===== src/rtl/ccff_loader.sv =====
// Streams configuration bytes MSB-first into a ccff scan chain and returns
// the bits falling out of the chain tail as readback bytes.
module ccff_loader #(
    parameter int CHAIN_LEN = 12
) (
    input  logic       prog_clk,
    input  logic       prog_reset_n,
    input  logic       start,
    input  logic       abort,
    input  logic [7:0] cfg_data,
    input  logic       cfg_valid,
    output logic       cfg_ready,
    output logic       ccff_head,
    output logic       ccff_shift_en,
    input  logic       ccff_tail,
    output logic [7:0] rb_data,
    output logic       rb_valid,
    output logic       busy,
    output logic       done
);

    typedef enum logic [1:0] {
        ST_IDLE  = 2'd0,
        ST_FETCH = 2'd1,
        ST_SHIFT = 2'd2,
        ST_DONE  = 2'd3
    } state_t;

    localparam logic [15:0] LAST_BIT = 16'(CHAIN_LEN - 1);

    state_t      state_q,    state_d;
    logic [15:0] bit_cnt_q,  bit_cnt_d;
    logic [2:0]  byte_cnt_q, byte_cnt_d;
    logic [7:0]  sreg_q,     sreg_d;
    logic [7:0]  rb_sreg_q,  rb_sreg_d;
    logic [7:0]  rb_data_q,  rb_data_d;
    logic        rb_valid_q, rb_valid_d;

    logic [7:0]  rb_next_byte;
    logic [7:0]  rb_aligned [8];
    logic        last_bit;
    logic        byte_end;

    assign rb_next_byte = {rb_sreg_q[6:0], ccff_tail};
    assign last_bit     = (bit_cnt_q == LAST_BIT);
    assign byte_end     = (byte_cnt_q == 3'd7);

    // rb_aligned[n-1] holds the current byte with n captured bits pushed to
    // the top and zeros below, so a short final byte comes out left-aligned.
    genvar gi;
    generate
        for (gi = 0; gi < 8; gi++) begin : g_align
            assign rb_aligned[gi] = rb_next_byte << (7 - gi);
        end
    endgenerate

    always_comb begin
        state_d       = state_q;
        bit_cnt_d     = bit_cnt_q;
        byte_cnt_d    = byte_cnt_q;
        sreg_d        = sreg_q;
        rb_sreg_d     = rb_sreg_q;
        rb_data_d     = rb_data_q;
        rb_valid_d    = 1'b0;
        cfg_ready     = 1'b0;
        ccff_shift_en = 1'b0;
        ccff_head     = 1'b0;

        case (state_q)
            ST_IDLE, ST_DONE: begin
                if (start && abort) begin
                    state_d = ST_IDLE;
                end else if (start) begin
                    state_d    = ST_FETCH;
                    bit_cnt_d  = 16'd0;
                    byte_cnt_d = 3'd0;
                    rb_sreg_d  = 8'd0;
                end
            end

            ST_FETCH: begin
                cfg_ready = 1'b1;
                if (abort) begin
                    state_d = ST_IDLE;
                end else if (cfg_valid) begin
                    sreg_d     = cfg_data;
                    byte_cnt_d = 3'd0;
                    state_d    = ST_SHIFT;
                end
            end

            ST_SHIFT: begin
                ccff_shift_en = 1'b1;
                ccff_head     = sreg_q[7];
                if (abort) begin
                    state_d = ST_IDLE;
                end else begin
                    sreg_d     = {sreg_q[6:0], 1'b0};
                    bit_cnt_d  = bit_cnt_q + 16'd1;
                    byte_cnt_d = byte_cnt_q + 3'd1;
                    rb_sreg_d  = rb_next_byte;
                    if (last_bit || byte_end) begin
                        rb_data_d  = rb_aligned[byte_cnt_q];
                        rb_valid_d = 1'b1;
                    end
                    // Final chain bit wins over a byte boundary; spare bits
                    // of the last byte are simply never shifted.
                    if (last_bit) begin
                        state_d = ST_DONE;
                    end else if (byte_end) begin
                        state_d = ST_FETCH;
                    end
                end
            end

            default: begin
                state_d = ST_IDLE;
            end
        endcase
    end

    always_ff @(posedge prog_clk) begin
        if (!prog_reset_n) begin
            state_q    <= ST_IDLE;
            bit_cnt_q  <= 16'd0;
            byte_cnt_q <= 3'd0;
            sreg_q     <= 8'd0;
            rb_sreg_q  <= 8'd0;
            rb_data_q  <= 8'd0;
            rb_valid_q <= 1'b0;
        end else begin
            state_q    <= state_d;
            bit_cnt_q  <= bit_cnt_d;
            byte_cnt_q <= byte_cnt_d;
            sreg_q     <= sreg_d;
            rb_sreg_q  <= rb_sreg_d;
            rb_data_q  <= rb_data_d;
            rb_valid_q <= rb_valid_d;
        end
    end

    assign rb_data  = rb_data_q;
    assign rb_valid = rb_valid_q;
    assign busy     = (state_q == ST_FETCH) || (state_q == ST_SHIFT);
    assign done     = (state_q == ST_DONE);

endmodule


===== config.mk =====
export PLATFORM = sky130hd
export DESIGN_NAME = ccff_loader
export DESIGN_NICKNAME = d
export VERILOG_FILES = /design/src/rtl/ccff_loader.sv
export SDC_FILE = /design/constraint.sdc
export NUM_CORES = 1
export LEC_CHECK = 0
export ABC_AREA = 0
export CAP_MARGIN = 20
export CORE_MARGIN = 2
export CORE_UTILIZATION = 30
export CTS_CLUSTER_SIZE = 28
export DETAILED_ROUTE_END_ITERATION = 6
export SYNTH_ARGS = -nofsm -noshare
export SYNTH_HDL_FRONTEND = slang
export SYNTH_SLANG_ARGS = --single-unit

===== constraint.sdc =====
create_clock -name prog_clk -period 3 [get_ports prog_clk]
set_clock_uncertainty 0.1 [all_clocks]
set_input_delay 0.3 -clock prog_clk [delete_from_list [all_inputs] [get_ports prog_clk]]
set_output_delay 0.3 -clock prog_clk [all_outputs]
set_load 0.005 [all_outputs]

==> summary.md <==
Outcome
* status: completed

Final layout
* Total Nets Final: 315
* Layout area overhead: 22.0%
* filler-free cell count of the finished design: 398
* number of diodes: 0
* fraction of layout cells with a size suffix above 1: 8.45%

Clock tree
* number of buffers on the longest clock path: 2
* H-Tree Level Count: 2
* post-cts hold buffer count: 0
* clock tree root buffer cell: clkbuf_8
* TritonCTS clock tree: built
* clock transition time at the flip-flop clock pins of the worst setup and hold paths: 0.09 ns
* clk_lat worst skew: 0.30 ns
* Resized Gates After CTS: 0
* setup fix buffers added after clock tree synthesis: 0
* clock buffer count from CTS: 5
* CTS sink count: 45

Min path
* Hold WC Path Type: register to register

STA
* slew of the pin with the lowest slew margin: 0.656 ns
* number of max-slew violations in the final report: 0
* peak clock frequency supported by timing: 428 MHz
* RSZ-0062 raised after global routing: no
* Final Hold Viols: 0
* final critical path time including I/O delays and setup: 2.34 ns
* Final Worst Setup Slack: 0.664 ns
* Post-Route Setup TNS: 0 ns
* worst max-slew margin expressed relative to the limit: 56.1%
* final setup violating endpoints: 0
* final clock period utilization by the worst path: 77.9%

Route
* total iterations of the first detailed-routing run: 4
* DR vias: 2071
* Iteration-0 DRC Markers: 77
* drt total wl: 5.49 mm
* number of design rule violations left after detail routing: 0
* via/cell ratio: 5.20
* wire length per cell after detailed routing: 13.8 um
* number of nets still failing antenna checks after routing: 0

Pwr
* largest voltage drop on the vdd net: 0.287 mV
* PnR Total Power: 1220 uW
* total leakage power: 0.000877 uW
* power density over cell area: 426 mW/mm^2

Floorplan
* IO Count: 28
* vertical extent of the die: 92.5 um
* DIE WIDTH: 92.5 um
* starting utilization of the core area: 30.7%
* Site Rows: 32
* core box area: 0.00765 mm^2
* die area: 0.00856 mm^2

Logic synthesis
* sequential element share of the synthesized area: 38.3%
* warnings from Yosys: 0
* count of flip-flops with a built-in enable after synthesis: 0
* number of distinct library cells after synthesis: 43
* FF+latch count, synth: 45
* ranking of synthesized cells by area: dfxtp_1, mux2i_1, a21oi_1
* total standard cell area after synthesis: 0.00235 mm^2
* cell type with the largest total area after synthesis: dfxtp_1
* Synth Flop Type: dfxtp_1
* most frequent cells after synthesis: dfxtp_1, a21oi_1, nand2_1
* top-count cell post-synth: dfxtp_1
* per-instance average area after synthesis: 8.77 um^2
* fraction of registers with async set/reset: 0%
* Gate Count Post-Synth: 268
* area share of the largest cell type after synthesis: 38.3%
* nets in the synthesized netlist: 288

Critical path
* endpoint class of the critical path: register
* critical path launch point type: register
* required time worst endpoint: 3.13 ns
* type of the worst setup path: register to register
* critical-path maximum fanout: 9
* data arrival time at the worst-slack endpoint: 2.46 ns

Placement
* Post-Place Worst Slack: 0.710 ns
* number of placed cells counting well taps: 390
* gpl congestion: 0.779
* placed wire-length estimate: 3.89 mm
* count of input and output buffers: 27

Flow run
* max-cap violations: 0

Global route
* initial antenna violation count: 0
* global routing usage summed across all routing layers: 13.5%
* vias in the first global route: 2009
* global-route wire length before repair: 9.44 mm
* pin count of the biggest net entering global routing: 27
* total grt overflow: 0

layout make-up:
cell class	count	area (um^2)
Fill cell	787	4780
Multi-Input combinational cell	197	1360
Sequential cell	45	901
Timing Repair Buffer	35	330
Tap cell	102	128
Clock buffer	6	72.6
Inverter	11	41.3
Clock inverter	2	38.8
per-layer routing:
metal	up-vias	routed length, um	GRT usage, %
li1	1050	-	-
met1	988	2730	18.2
met2	31	2560	22.0
met3	2	162	2.93
met4	0	38	3.73
met5	-	0	0
worst paths after layout:
| kind | start | endpoint | slack [ns] | cells after the start |
|---|---|---|---|---|
| hold / removal | rb_data[6] | rb_data[6] | 0.38 | 2 |
| hold reg to reg | rb_data[6] | rb_data[6] | 0.38 | 2 |
| setup / recovery | state_q[0] | bit_cnt_q[13] | 0.66 | 6 |
| setup reg to reg | state_q[0] | bit_cnt_q[13] | 0.66 | 6 |
critical path, stage by stage (launching register included):
cell,delay (ns)
dfxtp_1,0.39
inv_1,0.06
ha_1,0.36
mux2i_1,0.23
or3_1,0.52
nor4_1,0.39
mux2i_1,0.23
where the power goes:
part	switching (uW)	total [uW]	internal [uW]
Combinational	77.1	140	62.5
Clock	215	466	250
Sequential	8.63	617	608
layout by cell type (no fill, tap or decap), types with 2 or more instances in the layout:
cell | Yosys | routed
o311ai_0 | 2 | 2
mux2_2 | 3 | 3
a211oi_1 | 11 | 11
buf_4 | 0 | 8
mux4_2 | 4 | 4
nand4_1 | 6 | 6
dfxtp_1 | 45 | 45
ha_1 | 6 | 6
nand3b_1 | 2 | 2
nor2_1 | 17 | 17
xnor2_1 | 6 | 6
nand2b_1 | 10 | 10
clkdlybuf4s50_1 | 0 | 27
a21oi_1 | 25 | 25
mux2i_1 | 18 | 18
or3_1 | 4 | 4
o211ai_1 | 2 | 2
nor3_1 | 2 | 2
o21ai_0 | 16 | 16
o41ai_1 | 3 | 3
a31oi_1 | 2 | 2
nor4b_1 | 3 | 3
inv_1 | 10 | 10
nor2b_1 | 2 | 2
nand2_1 | 21 | 21
or4_1 | 3 | 3
o31ai_1 | 4 | 3
clkbuf_8 | 0 | 5
nor4_1 | 5 | 5
nand3_1 | 7 | 7
through the flow:
stage	instance area, um^2	hold slack, ns	util, %
floorplan	2350	0.336	-
global placement	2760	0.357	36.1
detailed placement	2760	0.351	36.1
global route	2870	0.402	37.5
CTS	2870	0.375	37.5
finish	2870	0.376	37.5
state kept, by name (all words and copies together), names as in the netlist:
signal / cells
rb_valid: 1
bit_cnt_q: 16
byte_cnt_q: 3
sreg_q: 8
rb_data: 8
state_q: 2
rb_sreg_q: 7
logic make-up after synthesis:
family	count (synthesis)	synth area share (%)
multiplexers	25	12.9
flip-flops	45	38.3
buffers and inverters	26	4.15
XOR/XNOR	6	2.24
AND/OR/NAND/NOR	88	20.1
AO/OA/AOI/OAI	72	19.1
adder cells (fa/ha/maj)	6	3.19
No activity file was read; power rests on OpenSTA's default activity.
